### config.mk
export PLATFORM = sky130hd
export DESIGN_NAME = native_rr_arbiter_flat
export DESIGN_NICKNAME = d
export VERILOG_FILES = /design/src/rtl/native_rr_arbiter_if.sv /design/src/rtl/native_rr_arbiter.sv /design/src/flat_wrapper.sv
export SDC_FILE = /design/constraint.sdc
export NUM_CORES = 1
export LEC_CHECK = 0
export CAP_MARGIN = 0
export CORE_AREA = 2 2 136 72
export DETAILED_ROUTE_END_ITERATION = 7
export DIE_AREA = 0 0 138 74
export PLACE_DENSITY = 0.84
export REMOVE_ABC_BUFFERS = 1
export SLEW_MARGIN = 10
export SYNTH_ARGS = -nofsm -noshare
export SYNTH_HDL_FRONTEND = slang
export SYNTH_SLANG_ARGS = --single-unit
### constraint.sdc
create_clock -name clk -period 2.3 [get_ports clk]
set_input_delay 0.345 -clock clk [delete_from_list [all_inputs] [get_ports clk]]
set_output_delay 0.345 -clock clk [all_outputs]
set_load 0.02 [all_outputs]
### src/rtl/native_rr_arbiter_if.sv
// Bundle of the N-master native request buses, the shared slave port and arbiter status.
// The slave modport is the arbiter's view. The master modport is the view of the environment
// (the requesting masters plus the target).
interface native_rr_arbiter_if #(
  parameter int N_MASTERS  = 2,
  parameter int ADDR_WIDTH = 32,
  parameter int DATA_WIDTH = 32,
  parameter int STRB_WIDTH = DATA_WIDTH / 8,
  parameter int GRANT_W    = (N_MASTERS > 1) ? $clog2(N_MASTERS) : 1
);
  logic [N_MASTERS-1:0]            m_valid;
  logic [N_MASTERS*ADDR_WIDTH-1:0] m_addr;
  logic [N_MASTERS*DATA_WIDTH-1:0] m_wdata;
  logic [N_MASTERS*STRB_WIDTH-1:0] m_wstrb;
  logic [N_MASTERS-1:0]            m_ready;
  logic [DATA_WIDTH-1:0]           m_rdata;
  logic                            s_valid;
  logic                            s_ready;
  logic [ADDR_WIDTH-1:0]           s_addr;
  logic [DATA_WIDTH-1:0]           s_wdata;
  logic [STRB_WIDTH-1:0]           s_wstrb;
  logic [DATA_WIDTH-1:0]           s_rdata;
  logic [GRANT_W-1:0]              grant;
  logic                            busy;
  logic                            timeout_err;

  modport slave (
    input  m_valid, m_addr, m_wdata, m_wstrb, s_ready, s_rdata,
    output m_ready, m_rdata, s_valid, s_addr, s_wdata, s_wstrb, grant, busy, timeout_err
  );

  modport master (
    output m_valid, m_addr, m_wdata, m_wstrb, s_ready, s_rdata,
    input  m_ready, m_rdata, s_valid, s_addr, s_wdata, s_wstrb, grant, busy, timeout_err
  );
endinterface

### src/rtl/native_rr_arbiter.sv
// Round-robin arbiter that shares one native slave among N_MASTERS native masters.
// It runs one transaction at a time and holds the grant until completion, a dropped request or a timeout.
module native_rr_arbiter #(
  parameter int N_MASTERS  = 2,
  parameter int ADDR_WIDTH = 32,
  parameter int DATA_WIDTH = 32,
  parameter int STRB_WIDTH = DATA_WIDTH / 8,
  parameter int TIMEOUT    = 256
) (
  input  logic               clk,
  input  logic               rst,   // asynchronous, active low
  native_rr_arbiter_if.slave bus
);
  localparam int GW = (N_MASTERS > 1) ? $clog2(N_MASTERS) : 1;
  localparam int TW = (TIMEOUT > 0) ? $clog2(TIMEOUT + 1) : 1;
  localparam logic [TW-1:0] TMO_LAST = (TIMEOUT > 0) ? TW'(TIMEOUT - 1) : '0;
  localparam logic [GW-1:0] LAST_RST = GW'(N_MASTERS - 1);

  typedef enum logic {IDLE, BUSY} state_e;

  state_e         state_q, state_d;
  logic [GW-1:0]  grant_q, grant_d;
  logic [GW-1:0]  last_grant_q, last_grant_d;
  logic [TW-1:0]  tmo_cnt_q, tmo_cnt_d;

  logic [N_MASTERS-1:0][ADDR_WIDTH-1:0] m_addr_a;
  logic [N_MASTERS-1:0][DATA_WIDTH-1:0] m_wdata_a;
  logic [N_MASTERS-1:0][STRB_WIDTH-1:0] m_wstrb_a;

  logic                  pick_vld;
  logic [GW-1:0]         pick_idx;
  logic                  done;
  logic                  tmo_fire;
  logic                  s_valid;
  logic [ADDR_WIDTH-1:0] s_addr;
  logic [DATA_WIDTH-1:0] s_wdata;
  logic [STRB_WIDTH-1:0] s_wstrb;
  logic [DATA_WIDTH-1:0] m_rdata;

  for (genvar i = 0; i < N_MASTERS; i++) begin : g_lane
    assign m_addr_a[i]    = bus.m_addr[i*ADDR_WIDTH +: ADDR_WIDTH];
    assign m_wdata_a[i]   = bus.m_wdata[i*DATA_WIDTH +: DATA_WIDTH];
    assign m_wstrb_a[i]   = bus.m_wstrb[i*STRB_WIDTH +: STRB_WIDTH];
    assign bus.m_ready[i] = done && (grant_q == GW'(i));
  end

  // Scan downward so that the candidate closest after last_grant is the last one written.
  always_comb begin
    int            idx;
    logic [GW-1:0] cand;
    pick_vld = 1'b0;
    pick_idx = '0;
    idx      = 0;
    cand     = '0;
    for (int k = N_MASTERS; k >= 1; k--) begin
      idx = int'(last_grant_q) + k;
      if (idx >= N_MASTERS) idx = idx - N_MASTERS;
      cand = GW'(idx);
      if (bus.m_valid[cand]) begin
        pick_vld = 1'b1;
        pick_idx = cand;
      end
    end
  end

  always_comb begin
    state_d      = state_q;
    grant_d      = grant_q;
    last_grant_d = last_grant_q;
    tmo_cnt_d    = tmo_cnt_q;
    done         = 1'b0;
    tmo_fire     = 1'b0;
    s_valid      = 1'b0;
    s_addr       = '0;
    s_wdata      = '0;
    s_wstrb      = '0;
    m_rdata      = '0;
    case (state_q)
      IDLE: begin
        if (pick_vld) begin
          grant_d   = pick_idx;
          tmo_cnt_d = '0;
          state_d   = BUSY;
        end
      end
      BUSY: begin
        s_valid = bus.m_valid[grant_q];
        s_addr  = m_addr_a[grant_q];
        s_wdata = m_wdata_a[grant_q];
        s_wstrb = m_wstrb_a[grant_q];
        if (bus.s_ready) begin
          done         = 1'b1;
          m_rdata      = bus.s_rdata;
          last_grant_d = grant_q;
          state_d      = IDLE;
        end else if (!bus.m_valid[grant_q]) begin
          // Master abandoned its request: no completion, rotation point unchanged.
          state_d = IDLE;
        end else if ((TIMEOUT > 0) && (tmo_cnt_q == TMO_LAST)) begin
          done         = 1'b1;
          tmo_fire     = 1'b1;
          s_valid      = 1'b0;
          last_grant_d = grant_q;
          state_d      = IDLE;
        end else if (tmo_cnt_q != '1) begin
          tmo_cnt_d = tmo_cnt_q + 1'b1;
        end
      end
      default: state_d = IDLE;
    endcase
  end

  always_ff @(posedge clk or negedge rst) begin
    if (!rst) begin
      state_q      <= IDLE;
      grant_q      <= '0;
      last_grant_q <= LAST_RST;
      tmo_cnt_q    <= '0;
    end else begin
      state_q      <= state_d;
      grant_q      <= grant_d;
      last_grant_q <= last_grant_d;
      tmo_cnt_q    <= tmo_cnt_d;
    end
  end

  assign bus.s_valid     = s_valid;
  assign bus.s_addr      = s_addr;
  assign bus.s_wdata     = s_wdata;
  assign bus.s_wstrb     = s_wstrb;
  assign bus.m_rdata     = m_rdata;
  assign bus.grant       = grant_q;
  assign bus.busy        = (state_q == BUSY);
  assign bus.timeout_err = tmo_fire;
endmodule

### src/flat_wrapper.sv
// flat-port wrapper written by rule: the top's interface ports become plain ports
module native_rr_arbiter_flat 
#(
  parameter int N_MASTERS  = 2,
  parameter int ADDR_WIDTH = 32,
  parameter int DATA_WIDTH = 32,
  parameter int STRB_WIDTH = DATA_WIDTH / 8,
  parameter int TIMEOUT    = 256
)
  (clk, rst, bus_m_valid, bus_m_addr, bus_m_wdata, bus_m_wstrb, bus_s_ready, bus_s_rdata, bus_m_ready, bus_m_rdata, bus_s_valid, bus_s_addr, bus_s_wdata, bus_s_wstrb, bus_grant, bus_busy, bus_timeout_err);
  native_rr_arbiter_if #(.N_MASTERS(N_MASTERS), .ADDR_WIDTH(ADDR_WIDTH), .DATA_WIDTH(DATA_WIDTH), .STRB_WIDTH(STRB_WIDTH)) bus_i ();
  input  logic clk;
  input  logic rst;
  input wire logic [$bits(bus_i.m_valid)-1:0] bus_m_valid;
  input wire logic [$bits(bus_i.m_addr)-1:0] bus_m_addr;
  input wire logic [$bits(bus_i.m_wdata)-1:0] bus_m_wdata;
  input wire logic [$bits(bus_i.m_wstrb)-1:0] bus_m_wstrb;
  input wire logic [$bits(bus_i.s_ready)-1:0] bus_s_ready;
  input wire logic [$bits(bus_i.s_rdata)-1:0] bus_s_rdata;
  output wire logic [$bits(bus_i.m_ready)-1:0] bus_m_ready;
  output wire logic [$bits(bus_i.m_rdata)-1:0] bus_m_rdata;
  output wire logic [$bits(bus_i.s_valid)-1:0] bus_s_valid;
  output wire logic [$bits(bus_i.s_addr)-1:0] bus_s_addr;
  output wire logic [$bits(bus_i.s_wdata)-1:0] bus_s_wdata;
  output wire logic [$bits(bus_i.s_wstrb)-1:0] bus_s_wstrb;
  output wire logic [$bits(bus_i.grant)-1:0] bus_grant;
  output wire logic [$bits(bus_i.busy)-1:0] bus_busy;
  output wire logic [$bits(bus_i.timeout_err)-1:0] bus_timeout_err;
  assign bus_i.m_valid = bus_m_valid;
  assign bus_i.m_addr = bus_m_addr;
  assign bus_i.m_wdata = bus_m_wdata;
  assign bus_i.m_wstrb = bus_m_wstrb;
  assign bus_i.s_ready = bus_s_ready;
  assign bus_i.s_rdata = bus_s_rdata;
  assign bus_m_ready = bus_i.m_ready;
  assign bus_m_rdata = bus_i.m_rdata;
  assign bus_s_valid = bus_i.s_valid;
  assign bus_s_addr = bus_i.s_addr;
  assign bus_s_wdata = bus_i.s_wdata;
  assign bus_s_wstrb = bus_i.s_wstrb;
  assign bus_grant = bus_i.grant;
  assign bus_busy = bus_i.busy;
  assign bus_timeout_err = bus_i.timeout_err;
  native_rr_arbiter #(.N_MASTERS(N_MASTERS), .ADDR_WIDTH(ADDR_WIDTH), .DATA_WIDTH(DATA_WIDTH), .STRB_WIDTH(STRB_WIDTH), .TIMEOUT(TIMEOUT)) u_core (.clk(clk), .rst(rst), .bus(bus_i));
endmodule
==> After elaboration in Yosys (flattened, before gate mapping) <==
Index checks and enable logic that the tools add are counted.
{ "word_totals": {"in_bits": 173, "word_cells": 75, "output_inout_bits": 106, "regBits": 12} }
{ "op_classes": {"n_lt_le_gt_ge": 5, "n_reduce_logical": 7, "n_addsub": 5, "eq_ne": 7, "bitwise_logic": 2, "muxes": 45} }
{ "ops": {"columns": ["op", "n"], "rows": [
  ["32-bit two-way mux", 8],
  ["9-bit two-way mux", 5],
  ["1-bit two-way mux", 27],
  ["9-bit case mux with 2 select lines", 1],
  ["4-bit two-way mux", 3],
  ["9-bit by 1-bit adder with 9-bit output (second input constant)", 1],
  ["9-bit by 8-bit == test with 1-bit output (second input constant)", 1],
  ["9-bit inequality test (second input constant)", 1],
  ["2-bit inequality test (second input constant)", 4],
  ["1-bit by 2-bit < comparator with 1-bit output (second input constant)", 3],
  ["5-bit AND reduction", 1],
  ["2-bit nonzero test", 2],
  ["1-bit by 2-bit adder with 3-bit output (second input constant)", 1],
  ["3-bit by 2-bit greater-or-equal comparator with 1-bit output (second input constant)", 1],
  ["3-bit AND reduction", 1],
  ["1-bit by 1-bit adder with 2-bit output (second input constant)", 1],
  ["2-bit greater-or-equal comparator (second input constant)", 1],
  ["1-bit logical AND", 2],
  ["2-bit by 1-bit inequality test with 1-bit output (second input constant)", 1],
  ["1-bit inverter", 2],
  ["1-bit case mux with 2 select lines", 1],
  ["2-bit AND reduction", 1],
  ["1-bit subtractor (second input constant)", 2]
]} }

==> Logic depth before layout (Yosys ltp) <==
{ "depth": {"word_depth": 9, "depth_mapped": 10, "mapped_depth_nobuf": 9} }

==> Worst setup path after synthesis <==
OpenSTA, ideal clock, no wires.
{ "synth_timing": {"path_kind": "reg-to-reg", "start": "register u_core.tmo_cnt_q[0]", "end": "register u_core.tmo_cnt_q[4]", "path_buffers": 1, "path_stages_with_launch": 11, "required_time_ns": 2.234, "t_arrival_ns": 2.310, "slack_ns": -0.076, "setup_time_ns": 0.066, "synth_period_minus_slack_ns": 2.376, "path_cell_list": "dfrtp_1 > ha_1 > nand2_1 > nor2_1 > and3_1 > ha_1 > or4b_4 > or2_0 > buf_6 > o31ai_2 > a31o_1"} }
{ "synth_via": {"elab_chain_cells": 6, "word_cells_on_any_way": 11, "cone_classes": "add/sub (1); eq/ne (4); mux (5); reduce/logical (1)"} }
{ "synth_rtl": {"columns": ["element", "line", "rtl"], "rows": [
  ["start: declaration", "native_rr_arbiter.sv:24", "logic [TW-1:0] tmo_cnt_q, tmo_cnt_d;"],
  ["start signal: assignment", "native_rr_arbiter.sv:123", "tmo_cnt_q <= tmo_cnt_d;"],
  ["9-bit by 1-bit adder with 9-bit output", "native_rr_arbiter.sv:106", "tmo_cnt_d = tmo_cnt_q + 1'b1;"],
  ["9-bit two-way mux", "native_rr_arbiter.sv:105", "end else if (tmo_cnt_q != '1) begin"],
  ["9-bit two-way mux", "native_rr_arbiter.sv:99", "end else if ((TIMEOUT > 0) && (tmo_cnt_q == TMO_LAST)) begin"],
  ["9-bit two-way mux", "native_rr_arbiter.sv:96", "end else if (!bus.m_valid[grant_q]) begin"],
  ["9-bit two-way mux", "native_rr_arbiter.sv:91", "if (bus.s_ready) begin"],
  ["9-bit case mux with 2 select lines", "native_rr_arbiter.sv:78", "case (state_q)"]
]} }
Several ways; a longest one is shown, not always the timed one. The select of a mux whose other input is x is not followed.
A chain may end at the register's enable or synchronous reset.

==> Worst setup path after layout <==
{ "layout_timing": {"start": "register u_core.tmo_cnt_q[0]", "end": "register u_core.tmo_cnt_q[5]"} }
Same word-level chain as after synthesis.

==> results <==
- The TritonCTS buffer count is 3.
- The core region is 9070 um2.
- The register clock-pin slew on the reported worst setup and hold paths is 0.05 ns.
- The sequential share of power is 0.079.
- The final hold violation count came to 0.
- Fill cells in the final layout number 814.
- For this run the aggregate overflow at the end of global routing stands at 0.
- The number of placement rows is 25.
- Together, buffers and inverters on the worst path number 1.
- Using the TritonRoute via totals, the vias-per-cell ratio works out to 4.52.
- After the last flow step, the layout net total stands at 728.
- The area growth from synthesis to layout is 166%.
- After the first detailed-routing iteration, the DRC count stood at 128.
- For the pin with the worst max-slew slack, the measured transition is 0.640 ns.
- Once placement finished, the instance area stood at 4980 um2.
- For this run, the number of Yosys warnings is 0.
- The total power consumption of the routed design is 4.13 mW.
- The number of unique standard cell types used by synthesis is 33.
- In the final routed layout, each cell accounts on average for 16.4 um.
- The async set-reset flop share out of synthesis is 1.00.
- Derived from the worst setup path, the maximum achievable clock frequency is 0.428 GHz.
- The worst setup path is launched from a flip-flop.
- The die is 74 um tall.
- The smallest clock period supported by the final layout is computed as 2.34 ns.
- Of all nets on the critical path, the largest fanout is 3.
- The first-pass detailed-route iteration total is 5.
- The internal cell power is 2.17 mW.
- In this run, synthesis produced a sequential element count of 12.
- The worst clock skew on the final layout is 0.00105 ns.
- After the flow finishes, the layout carries non-filler instances totaling 671.
- The first global-routing pass estimated 15800 um of wire.
- Hold repair after CTS inserted 0 buffers.
- The run finished, with violations left.
- Max-cap violations in this run came to 0.
- The DRC violation count after routing is 0.
- In this run the power density over the cells is 804 nW/um2.
- The count of buffers from port buffering is 278.
- Of the total power, the share spent switching nets is 0.475.
- The combinational fraction of design power is 0.833.
- The repair_antennas step left the layout with diodes totalling 0.
- The final reports fail on setup timing.
- Headroom to the max-slew limit came out at 0.571.
- The clock net in this run drives a total of 12 sinks.
- The clock insertion delay at the later pin of the skew report is 0.25 ns.
- The part of the Yosys area used for sequential elements is 0.156.
- The fraction of final layout cells with drive strength greater than 1 is 0.104.
- The maximum count of clock buffers along a single path is 2.
- Routability-driven placement finished with a final weighted congestion of 0.881.
- A synthesized cell averages 7.33 um2.
- Entering global routing, the biggest net connects 58 pins.
- Of the available clock period, the critical path in the final layout requires 1.02.
- Among all flip-flop cells after synthesis, the most frequent one is sky130_fd_sc_hd__dfrtp_1.
- The critical path in this run is classified as flip-flop to flip-flop.
- The endpoint arrival time on the critical path is 2.47 ns.
- Once layout is done, the placed cells without fillers occupy 5140 um2.
- The cell at the slowest stage of the critical path is sky130_fd_sc_hd__or4b_4.
- The number of antenna violations at the first check in global routing is 0.
- STA puts the critical path data required time at 2.43 ns.
- TritonCTS built the clock tree.
- The cell count after synthesis came out at 264.
- The number of nets still failing antenna checks after routing is 0.
- The clock power share is 0.088.
- The number of global-route vias before repair came to 2954.
- The switching power summed over all nets is 1.96 mW.
- STA classifies the critical path endpoint as a flip-flop.
- The routed layout has 3031 vias.
- The kind of cell with the highest combined delay along the critical path is simple AND/OR/NAND/NOR gates.
- In the final timing run, aggregate negative setup slack is -0.0351 ns.
- Setup repair after global routing could not meet its margin everywhere.
- Across every metal layer, demand over resource in global routing totals 0.190.
- The initial utilization of the core area, before any placement, comes to 0.213.
- The largest vdd supply drop is 0.000486 V.
- Setup violations remaining at the end of the flow were counted as 1.
- The top-level port count is 279.
- The floorplan step defined a die boundary enclosing 10200 um2.
- The cell sitting at the root of the clock tree is a sky130_fd_sc_hd__clkbuf_16.
- The stage delay of the slowest cell on the critical path is 0.54 ns.
- In the post-route analysis, the smallest setup slack over all paths is -0.0351 ns.
- The number of slew-limit violations in the final report is 0.
- The total routed wirelength is 11000 um.
- Walking the worst path, the cells encountered are ha_2, nand2_2, nor2_2, and3_4, ha_4, or4b_4, buf_6, nor4_4, xnor2_1, nor2_1.
- Summed over all cells, the static leakage comes to 2.52 nW.
- The pre-CTS setup slack is -0.297 ns.
- Summing every instance area after synthesis gives 1940 um2.
- The synthesized design contains 0 enable-type register cells.
- The chip width is 138 um.
- Once placement completed, the tool counted placed cells totaling 663.
- The path class of the tightest hold or removal check is primary input to asynchronous set/reset pin.
- Summed over all nets, the half-perimeter wirelength after detailed placement is 8930 um.
- The number of levels in the clock H-tree is 1.
[sequential cells by signal (all words and copies together) (netlist names)]
name                 flops
u_core.tmo_cnt_q         9
u_core.bus.grant         1
u_core.last_grant_q      1
u_core.bus.busy          1
[metrics by stage]
step           hold WS (ns)   util
3_5_place_dp          0.527  0.549
6_report              0.461  0.567
3_3_place_gp          0.500  0.549
5_1_grt               0.524  0.567
4_1_cts               0.488  0.562
2_1_floorplan        0.0494      -
[path summary, 6_finish.rpt]
kind,start,endpoint,slack [ns],depth (start not counted)
hold / removal,rst,u_core.tmo_cnt_q[2],0.46,1
setup / recovery,u_core.tmo_cnt_q[0],u_core.tmo_cnt_q[5],-0.04,10
max in group asynchronous,rst,u_core.bus.grant,1.43,1
setup reg to reg,u_core.tmo_cnt_q[0],u_core.tmo_cnt_q[5],-0.04,10
min in group clk,u_core.tmo_cnt_q[8],u_core.tmo_cnt_q[8],0.56,2
hold reg to reg,u_core.tmo_cnt_q[8],u_core.tmo_cnt_q[8],0.56,2
[routing by layer]
metal	global-route usage	share of wire	up-vias
met1	0.236	0.42	1391
met4	0.0329	0.0075	0
met3	0.0457	0.064	12
met2	0.349	0.51	137
met5	0	0	-
li1	-	-	1491
[worst register-to-register path, stage by stage, from the launching register on]
cell	delay [ns]
sky130_fd_sc_hd__dfrtp_1	0.38
sky130_fd_sc_hd__ha_2	0.21
sky130_fd_sc_hd__nand2_2	0.06
sky130_fd_sc_hd__nor2_2	0.04
sky130_fd_sc_hd__and3_4	0.18
sky130_fd_sc_hd__ha_4	0.16
sky130_fd_sc_hd__or4b_4	0.54
sky130_fd_sc_hd__buf_6	0.16
sky130_fd_sc_hd__nor4_4	0.28
sky130_fd_sc_hd__xnor2_1	0.15
sky130_fd_sc_hd__nor2_1	0.06
[cell usage after synthesis, drive strengths merged (3+ instances only)]
cell	count	share of area
nand3	9	0.023
inv	3	0.0058
dfrtp	11	0.14
and3	34	0.11
nand2	8	0.016
mux2i	70	0.36
ha	4	0.026
o31ai	4	0.018
buf	10	0.028
nor2	76	0.15
clkbuf	14	0.027
[cell usage in the layout, fill, tap and decap left out, types with 3 or more instances in the layout]
master | synthesis | final
sky130_fd_sc_hd__dfrtp_1 | 11 | 10
sky130_fd_sc_hd__and3_1 | 31 | 30
sky130_fd_sc_hd__buf_12 | 0 | 3
sky130_fd_sc_hd__nor2_1 | 76 | 74
sky130_fd_sc_hd__buf_4 | 0 | 21
sky130_fd_sc_hd__and3_2 | 3 | 3
sky130_fd_sc_hd__buf_6 | 2 | 3
sky130_fd_sc_hd__nand2_1 | 8 | 7
sky130_fd_sc_hd__dlymetal6s2s_1 | 0 | 8
sky130_fd_sc_hd__o31ai_1 | 3 | 3
sky130_fd_sc_hd__nand3_1 | 9 | 9
sky130_fd_sc_hd__buf_2 | 2 | 3
sky130_fd_sc_hd__clkdlybuf4s50_1 | 0 | 228
sky130_fd_sc_hd__mux2i_1 | 70 | 69
sky130_fd_sc_hd__clkbuf_16 | 0 | 3
sky130_fd_sc_hd__dlygate4sd2_1 | 0 | 39
[area by class of cell]
class                   count  area, um2  share of cell area
repair buffers            305       2990               0.582
multi-input cells         226       1600               0.310
flip-flops and latches     12        305              0.0594
well taps                 121        151              0.0294
clock buffers               4       88.8              0.0173
inverters                   3       11.3             0.00219
[timing repair]
action | in CTS | in global routing
buffers inserted | 1 | 2
hold endpoints to repair | 0 | 0
pin swaps | 8 | 9
gates resized for setup | 63 | 16
gates cloned | 1 | 0
setup endpoints to repair | 52 | 45
[power by group through the flow]
stage / Clock [mW] / Sequential, mW / Combinational, mW
after detailed placement: 0 / 0.322 / 3.56
after global placement: 0 / 0.323 / 3.49
after CTS: 0.365 / 0.321 / 3.45
final: 0.364 / 0.325 / 3.45
after floorplan: 0 / 0.590 / 1.66
after global routing: 0.380 / 0.333 / 3.66
[cell families after synthesis]
logic type      Yosys count  share of synthesized area
simple gates            135                      0.329
fa+ha+maj                 4                     0.0259
compound gates           13                     0.0511
buf+inv                  27                     0.0614
mux                      71                      0.368
flops                    12                      0.156
xor+xnor                  2                    0.00905
No activity file was read; power rests on OpenSTA's default activity.
